[src/rtl/alu_arb_pkg.sv]
// Shared types and constants for the ALU arbiter: opcode map, compare range, FSM states.
package alu_arb_pkg;

  localparam int unsigned NCoresDef = 4;
  localparam int unsigned DataWDef  = 8;

  typedef enum logic [3:0] {
    OpAnd = 4'h0, OpOr, OpNot, OpXor, OpShl, OpShr, OpRol, OpRor,
    OpAdd, OpSub, OpEq, OpGt, OpGe, OpNe, OpLe, OpLt
  } alu_op_e;

  // Compare opcodes occupy the top of the map, from OpEq up to 4'b1111.
  localparam logic [3:0] IsCompareLo = OpEq;

  typedef enum logic [0:0] {StIdle, StExec} alu_arb_state_e;

  function automatic logic is_compare(logic [3:0] op);
    return op >= IsCompareLo;
  endfunction

endpackage

[src/rtl/alu_arbiter_if.sv]
// Core-side request/response bus plus the shared ALU hookup of the arbiter.
interface alu_arbiter_if
  import alu_arb_pkg::*;
#(
  parameter int unsigned N_CORES = NCoresDef,
  parameter int unsigned DATA_W  = DataWDef
);
  logic [N_CORES-1:0]        ARB_Req;
  logic [4*N_CORES-1:0]      ARB_OPCode;
  logic [DATA_W*N_CORES-1:0] ARB_A;
  logic [DATA_W*N_CORES-1:0] ARB_B;
  logic [N_CORES-1:0]        ARB_CmpEn;
  logic [N_CORES-1:0]        ARB_Grant;
  logic [N_CORES-1:0]        ARB_Done;
  logic [DATA_W-1:0]         ARB_Result;
  logic [N_CORES-1:0]        ARB_CmpFlag;
  logic [3:0]                ALU_OPCode;
  logic [DATA_W-1:0]         ALU_A;
  logic [DATA_W-1:0]         ALU_B;
  logic                      ALU_CompEn;
  logic [DATA_W-1:0]         ALU_Result;

  modport slave (
    input  ARB_Req, ARB_OPCode, ARB_A, ARB_B, ARB_CmpEn, ALU_Result,
    output ARB_Grant, ARB_Done, ARB_Result, ARB_CmpFlag,
    output ALU_OPCode, ALU_A, ALU_B, ALU_CompEn
  );

  modport master (
    output ARB_Req, ARB_OPCode, ARB_A, ARB_B, ARB_CmpEn, ALU_Result,
    input  ARB_Grant, ARB_Done, ARB_Result, ARB_CmpFlag,
    input  ALU_OPCode, ALU_A, ALU_B, ALU_CompEn
  );
endinterface

[src/rtl/alu_arb_rr_picker.sv]
// Round-robin winner selection over the request vector, with its own rotating pointer.
// Defining ALU_ARB_FIXED_PRIORITY_EN removes the pointer: lowest index always wins.
module alu_arb_rr_picker
  import alu_arb_pkg::*;
#(
  parameter int unsigned N_CORES = NCoresDef,
  parameter int unsigned IdxW    = (N_CORES > 1) ? $clog2(N_CORES) : 1
) (
  input  logic               clk,
  input  logic               rst_n,
  input  logic [N_CORES-1:0] req,
  input  logic               advance,
  output logic [N_CORES-1:0] winner,
  output logic [IdxW-1:0]    winner_idx
);
  logic [IdxW-1:0] ptr;
  int unsigned     cand;
  logic            found;

  // Scan from the pointer upward, wrapping, and take the first set request.
  always_comb begin
    winner     = '0;
    winner_idx = '0;
    found      = 1'b0;
    cand       = 0;
    for (int unsigned k = 0; k < N_CORES; k++) begin
      cand = (32'(ptr) + k) % N_CORES;
      if (!found && req[IdxW'(cand)]) begin
        found                  = 1'b1;
        winner[IdxW'(cand)]    = 1'b1;
        winner_idx             = IdxW'(cand);
      end
    end
  end

`ifdef ALU_ARB_FIXED_PRIORITY_EN
  logic unused_rr;
  assign unused_rr = ^{clk, rst_n, advance};
  assign ptr = '0;
`else
  logic [IdxW-1:0] ptr_q, ptr_d;

  always_comb begin
    ptr_d = ptr_q;
    if (advance) begin
      ptr_d = (winner_idx == IdxW'(N_CORES - 1)) ? '0 : winner_idx + IdxW'(1);
    end
  end

  always_ff @(posedge clk or negedge rst_n) begin
    if (!rst_n) ptr_q <= '0;
    else        ptr_q <= ptr_d;
  end

  assign ptr = ptr_q;
`endif

endmodule

[src/rtl/alu_arbiter.sv]
// Time-shares one combinational ALU between N_CORES requesters: grant, one execute cycle, done.
// Arbitration order follows ALU_ARB_FIXED_PRIORITY_EN (see alu_arb_rr_picker).
module alu_arbiter
  import alu_arb_pkg::*;
#(
  parameter int unsigned N_CORES = NCoresDef,
  parameter int unsigned DATA_W  = DataWDef
) (
  input  logic         CLK,
  input  logic         CPU_Reset,
  alu_arbiter_if.slave bus
);
  localparam int unsigned IdxW = (N_CORES > 1) ? $clog2(N_CORES) : 1;

  alu_arb_state_e      state_q, state_d;
  logic [N_CORES-1:0]  win_oh, grant_q, grant_d, done_q, done_d, flag_q, flag_d;
  logic [IdxW-1:0]     win_idx, idx_q, idx_d;
  logic [3:0]          op_q, op_d;
  logic [DATA_W-1:0]   a_q, a_d, b_q, b_d, result_q, result_d;
  logic                cmp_en_q, cmp_en_d, advance, cmp_upd;

  alu_arb_rr_picker #(
    .N_CORES (N_CORES),
    .IdxW    (IdxW)
  ) u_picker (
    .clk        (CLK),
    .rst_n      (CPU_Reset),
    .req        (bus.ARB_Req),
    .advance    (advance),
    .winner     (win_oh),
    .winner_idx (win_idx)
  );

  always_comb begin
    state_d        = state_q;
    op_d           = op_q;
    a_d            = a_q;
    b_d            = b_q;
    cmp_en_d       = cmp_en_q;
    idx_d          = idx_q;
    result_d       = result_q;
    flag_d         = flag_q;
    grant_d        = '0;
    done_d         = '0;
    advance        = 1'b0;
    cmp_upd        = 1'b0;
    bus.ALU_OPCode = '0;
    bus.ALU_A      = '0;
    bus.ALU_B      = '0;
    bus.ALU_CompEn = 1'b0;
    unique case (state_q)
      StIdle: begin
        if (|bus.ARB_Req) begin
          advance = 1'b1;
          grant_d = win_oh;
          idx_d   = win_idx;
          state_d = StExec;
          for (int unsigned i = 0; i < N_CORES; i++) begin
            if (win_oh[i]) begin
              op_d     = bus.ARB_OPCode[4*i +: 4];
              a_d      = bus.ARB_A[DATA_W*i +: DATA_W];
              b_d      = bus.ARB_B[DATA_W*i +: DATA_W];
              cmp_en_d = bus.ARB_CmpEn[i];
            end
          end
        end
      end
      StExec: begin
        cmp_upd        = is_compare(op_q) && cmp_en_q;
        bus.ALU_OPCode = op_q;
        bus.ALU_A      = a_q;
        bus.ALU_B      = b_q;
        bus.ALU_CompEn = cmp_upd;
        result_d       = bus.ALU_Result;
        state_d        = StIdle;
        // Only the served core's flag may move; every other bit keeps its value.
        for (int unsigned i = 0; i < N_CORES; i++) begin
          if (idx_q == IdxW'(i)) begin
            done_d[i] = 1'b1;
            if (cmp_upd) flag_d[i] = bus.ALU_Result[0];
          end
        end
      end
      default: state_d = StIdle;
    endcase
  end

  always_ff @(posedge CLK or negedge CPU_Reset) begin
    if (!CPU_Reset) begin
      state_q  <= StIdle;
      op_q     <= '0;
      a_q      <= '0;
      b_q      <= '0;
      cmp_en_q <= 1'b0;
      idx_q    <= '0;
      result_q <= '0;
      flag_q   <= '0;
      grant_q  <= '0;
      done_q   <= '0;
    end else begin
      state_q  <= state_d;
      op_q     <= op_d;
      a_q      <= a_d;
      b_q      <= b_d;
      cmp_en_q <= cmp_en_d;
      idx_q    <= idx_d;
      result_q <= result_d;
      flag_q   <= flag_d;
      grant_q  <= grant_d;
      done_q   <= done_d;
    end
  end

  assign bus.ARB_Grant   = grant_q;
  assign bus.ARB_Done    = done_q;
  assign bus.ARB_Result  = result_q;
  assign bus.ARB_CmpFlag = flag_q;

endmodule

[src/flat_wrapper.sv]
// flat-port wrapper written by rule: the top's interface ports become plain ports
module alu_arbiter_flat import alu_arb_pkg::*;
#(
  parameter int unsigned N_CORES = NCoresDef,
  parameter int unsigned DATA_W  = DataWDef
)
  (CLK, CPU_Reset, bus_ARB_Req, bus_ARB_OPCode, bus_ARB_A, bus_ARB_B, bus_ARB_CmpEn, bus_ALU_Result, bus_ARB_Grant, bus_ARB_Done, bus_ARB_Result, bus_ARB_CmpFlag, bus_ALU_OPCode, bus_ALU_A, bus_ALU_B, bus_ALU_CompEn);
  alu_arbiter_if #(.N_CORES(N_CORES), .DATA_W(DATA_W)) bus_i ();
  input  logic CLK;
  input  logic CPU_Reset;
  input wire logic [$bits(bus_i.ARB_Req)-1:0] bus_ARB_Req;
  input wire logic [$bits(bus_i.ARB_OPCode)-1:0] bus_ARB_OPCode;
  input wire logic [$bits(bus_i.ARB_A)-1:0] bus_ARB_A;
  input wire logic [$bits(bus_i.ARB_B)-1:0] bus_ARB_B;
  input wire logic [$bits(bus_i.ARB_CmpEn)-1:0] bus_ARB_CmpEn;
  input wire logic [$bits(bus_i.ALU_Result)-1:0] bus_ALU_Result;
  output wire logic [$bits(bus_i.ARB_Grant)-1:0] bus_ARB_Grant;
  output wire logic [$bits(bus_i.ARB_Done)-1:0] bus_ARB_Done;
  output wire logic [$bits(bus_i.ARB_Result)-1:0] bus_ARB_Result;
  output wire logic [$bits(bus_i.ARB_CmpFlag)-1:0] bus_ARB_CmpFlag;
  output wire logic [$bits(bus_i.ALU_OPCode)-1:0] bus_ALU_OPCode;
  output wire logic [$bits(bus_i.ALU_A)-1:0] bus_ALU_A;
  output wire logic [$bits(bus_i.ALU_B)-1:0] bus_ALU_B;
  output wire logic [$bits(bus_i.ALU_CompEn)-1:0] bus_ALU_CompEn;
  assign bus_i.ARB_Req = bus_ARB_Req;
  assign bus_i.ARB_OPCode = bus_ARB_OPCode;
  assign bus_i.ARB_A = bus_ARB_A;
  assign bus_i.ARB_B = bus_ARB_B;
  assign bus_i.ARB_CmpEn = bus_ARB_CmpEn;
  assign bus_i.ALU_Result = bus_ALU_Result;
  assign bus_ARB_Grant = bus_i.ARB_Grant;
  assign bus_ARB_Done = bus_i.ARB_Done;
  assign bus_ARB_Result = bus_i.ARB_Result;
  assign bus_ARB_CmpFlag = bus_i.ARB_CmpFlag;
  assign bus_ALU_OPCode = bus_i.ALU_OPCode;
  assign bus_ALU_A = bus_i.ALU_A;
  assign bus_ALU_B = bus_i.ALU_B;
  assign bus_ALU_CompEn = bus_i.ALU_CompEn;
  alu_arbiter #(.N_CORES(N_CORES), .DATA_W(DATA_W)) u_core (.CLK(CLK), .CPU_Reset(CPU_Reset), .bus(bus_i));
endmodule
[config.mk]
export PLATFORM = sky130hd
export DESIGN_NAME = alu_arbiter_flat
export DESIGN_NICKNAME = d
export VERILOG_FILES = /design/src/rtl/alu_arb_pkg.sv /design/src/rtl/alu_arbiter_if.sv /design/src/rtl/alu_arb_rr_picker.sv /design/src/rtl/alu_arbiter.sv /design/src/flat_wrapper.sv
export SDC_FILE = /design/constraint.sdc
export NUM_CORES = 1
export LEC_CHECK = 0
export BUFFER_PORTS_ARGS = -buffer_cell sky130_fd_sc_hd__clkbuf_2
export CAP_MARGIN = 40
export CORE_MARGIN = 2
export CORE_UTILIZATION = 44
export CTS_CLUSTER_SIZE = 14
export DETAILED_ROUTE_END_ITERATION = 10
export HOLD_SLACK_MARGIN = 0.06
export PLACE_DENSITY_LB_ADDON = 0.2
export SYNTH_ARGS = -nofsm -noshare
export SYNTH_HDL_FRONTEND = slang
export SYNTH_SLANG_ARGS = --single-unit
[constraint.sdc]
create_clock -name CLK -period 2.6 [get_ports CLK]
set_input_delay 0 -clock CLK [delete_from_list [all_inputs] [get_ports CLK]]
set_output_delay 0 -clock CLK [all_outputs]
set_load 0.02 [all_outputs]
==> flow_metrics.env <==
export IMPL_grt_total_usage=0.243
export IMPL_grt_pass1_vias=3408
export IMPL_fin_cells=611
export IMPL_grt_overflow=0
export IMPL_viasPerCell=5.61
export IMPL_num_io_pins=139
export IMPL_root_buffer="clkbuf_8"
export IMPL_power_density_nw_per_um2=1270
export IMPL_critPathSlowestCell="mux4_2"
export IMPL_ir_worst_vdd_v=0.000813
export IMPL_wl_per_cell_microns=17.0
export IMPL_setup_viol=0
export IMPL_die_w_microns=90.0
export IMPL_grt_pass1_wl_microns=16200
export IMPL_synth_cells=345
export IMPL_ys_ff_latch=46
export IMPL_drive_above_1_share=0.414
export IMPL_min_period_ns=2.54
export IMPL_vias=3427
export IMPL_cp_data_arrival_time_ns=2.77
export IMPL_drc=0
export IMPL_max_freq_ghz=0.394
export IMPL_max_stage_delay_ns=0.60
export IMPL_rsz0062_at_grt="true"
export IMPL_dp_cells=572
export IMPL_synth_fp_nets=449
export IMPL_n_antenna_cell=0
export IMPL_clk_latency_ns=0.31
export IMPL_numPortBuffers=138
export IMPL_path_clk_slew_ns=0.10
export IMPL_seq_area_frac_synth=0.353
export IMPL_synth_top_area_frac=0.353
export IMPL_drt_iter0_markers=132
export IMPL_htree_levels=2
export IMPL_slew_violations=0
export IMPL_grt_start_max_net_pins=44
export IMPL_async_flop_share=1.00
export IMPL_status="completed"
export IMPL_worst_path_max_fanout=43
export IMPL_period_share=0.975
export IMPL_final_hold_viol_count=0
export IMPL_fin_worst_skew_ns=0.00326
export IMPL_yosysMostFrequentCell="dfrtp_1"
export IMPL_finalNetCount=615
export IMPL_max_cap_viol_count=0
export IMPL_multiInputGateArea_sq_um=2010
export IMPL_dr_pass1_iters=4
export IMPL_hold_class="input pin to flip-flop"
export IMPL_die_h_microns=90.0
export IMPL_ys_top_cells_by_area="dfrtp_1, a32oi_1, o311ai_1"
export IMPL_post_dp_hpwl_microns=7000
export IMPL_ys_warn_count=0
export IMPL_cts_setup_buffers=0
export IMPL_synth_common_cells="dfrtp_1, a21oi_1, inv_1"
export IMPL_cp_cell_sequence="buf_4, mux4_2, nand2b_4, o22a_2, buf_12, a21boi_0, o311ai_2, a32oi_1"
export IMPL_cts_sinks=46
export IMPL_required_ns=2.83
export IMPL_seqCellArea_sq_um=1150
export IMPL_worstSetupStartpointType="flip-flop"
export IMPL_cts_buffers=5
export IMPL_wirelength_microns=10400
export IMPL_routabilityCongestion=0.802
export IMPL_start_util=0.451
export IMPL_design_core_area_sq_um=7210
export IMPL_yosys_area_top_type="dfrtp_1"
export IMPL_nFillCells=614
export IMPL_synth_edf_count=0
export IMPL_area_growth_pct=43.6
export IMPL_slew_headroom=0.691
export IMPL_worst_pin_slew_ns=0.464
export IMPL_dieArea_sq_um=8110
export IMPL_synth_main_ff_cell="dfrtp_1"
export IMPL_leakage_nw=2.29
export IMPL_rows=31
export IMPL_drtAntennaViolNets=0
export IMPL_cts_tree="yes"
export IMPL_avgSynthCellArea_sq_um=9.44
export IMPL_syn_cell_area_sq_um=3260
export IMPL_power_w=0.00596
export IMPL_fin_setup_tns_ns=0
export IMPL_crit_path_end_kind="flip-flop"
export IMPL_cts_buffer_depth=2
export IMPL_crit_type="flip-flop to flip-flop"
export IMPL_ys_types=49
export IMPL_antenna_found_initial=0
## per-stage QoR
stage | area, sq um | hold WS (ns) | util | setup slack, ns
floorplan | 3270 | -0.296 | - | 0.0329
global placement | 4110 | 0.170 | 0.570 | 0.0820
detailed placement | 4140 | -0.0356 | 0.573 | 0.0564
CTS | 4530 | 0.114 | 0.628 | 0.0371
global route | 4680 | 0.121 | 0.648 | -0.0397
finish | 4680 | 0.115 | 0.648 | 0.0646
## final timing paths
path / slack, ns / start / depth (start not counted) / endpoint
setup / recovery: 0.06 / flip-flop / 8 / u_core.a_q[2]
hold / removal: 0.12 / bus_ARB_A[22] / 4 / u_core.a_q[6]
setup reg to reg: 0.06 / flip-flop / 8 / u_core.a_q[2]
hold reg to reg: 0.51 / u_core.bus.ARB_Result[6] / 1 / u_core.bus.ARB_Result[6]
max in group asynchronous: 1.71 / CPU_Reset / 4 / u_core.bus.ARB_Done[0]
min in group asynchronous: 0.18 / CPU_Reset / 2 / u_core.a_q[1]
## registers in the layout (all words and copies together), names as in the netlist, named ones only
signal	flops
u_core.op_q	4
u_core.bus.ARB_Done	4
u_core.b_q	8
u_core.a_q	8
u_core.u_picker.ptr	1
u_core.bus.ARB_Result	8
u_core.bus.ARB_CmpFlag	4
u_core.cmp_en_q	1
u_core.bus.ARB_Grant	4
u_core.state_q	1
u_core.idx_q	2
## area by class of cell
| type | instances | area share |
|---|---|---|
| multi-input combinational | 244 | 0.430 |
| timing repair buffer | 190 | 0.258 |
| sequential | 46 | 0.246 |
| tap | 99 | 0.0265 |
| inverter | 24 | 0.0198 |
| clock buffer | 5 | 0.0147 |
| clock inverter | 3 | 0.00508 |
## metal layers
metal | track usage | wire [microns] | share of wire | vias up
met2 | 0.435 | 5380 | 0.52 | 129
met5 | 0 | 0 | 0 | -
met3 | 0.0427 | 598 | 0.058 | 20
met1 | 0.299 | 4240 | 0.41 | 1657
met4 | 0.0705 | 170 | 0.016 | 0
li1 | - | - | - | 1621
## layout by cell type (no fill, tap or decap), types with 3 or more instances in the layout
cell type,netlist,routed
nor2_1,11,11
a21boi_1,1,3
dlygate4sd3_1,0,30
inv_1,24,23
a21oi_1,27,26
and3_1,22,22
nand3b_1,3,3
a32oi_1,21,21
a21boi_0,20,18
o21bai_1,22,22
nand2b_1,4,4
mux4_2,3,3
nand2_1,7,7
ha_1,6,5
buf_4,1,18
clkbuf_2,0,138
o311ai_2,0,12
and2_1,21,21
dfrtp_1,46,45
o311ai_1,21,8
nor2b_1,6,6
mux2_2,13,13
clkbuf_8,0,5
## cell families after synthesis
family	share of synthesized area
XOR/XNOR	0.00538
flip-flops	0.353
AO/OA/AOI/OAI	0.304
multiplexers	0.0688
adder cells (fa/ha/maj)	0.0230
AND/OR/NAND/NOR	0.167
buffers and inverters	0.0784
## repair_timing
action / in CTS / in global routing
hold endpoints to repair: 65 / 0
gates resized for setup: 0 / 20
setup endpoints to repair: 0 / 21
hold buffers: 30 / 0
## critical path, delay by kind of cell (launching register included)
kind | cells | cell delay, ns
compound gates | 4 | 0.90
mux | 1 | 0.60
flops | 1 | 0.40
buf+inv | 2 | 0.35
simple gates | 1 | 0.20
## where the power goes
| part | switching, W | total (W) | internal [W] |
|---|---|---|---|
| clock network | 0.000278 | 0.000471 | 0.000193 |
| registers | 0.000173 | 0.00121 | 0.00104 |
| logic | 0.00242 | 0.00427 | 0.00186 |
| total | 0.00287 | 0.00596 | 0.00309 |
Power figures use the tool's default switching activity.
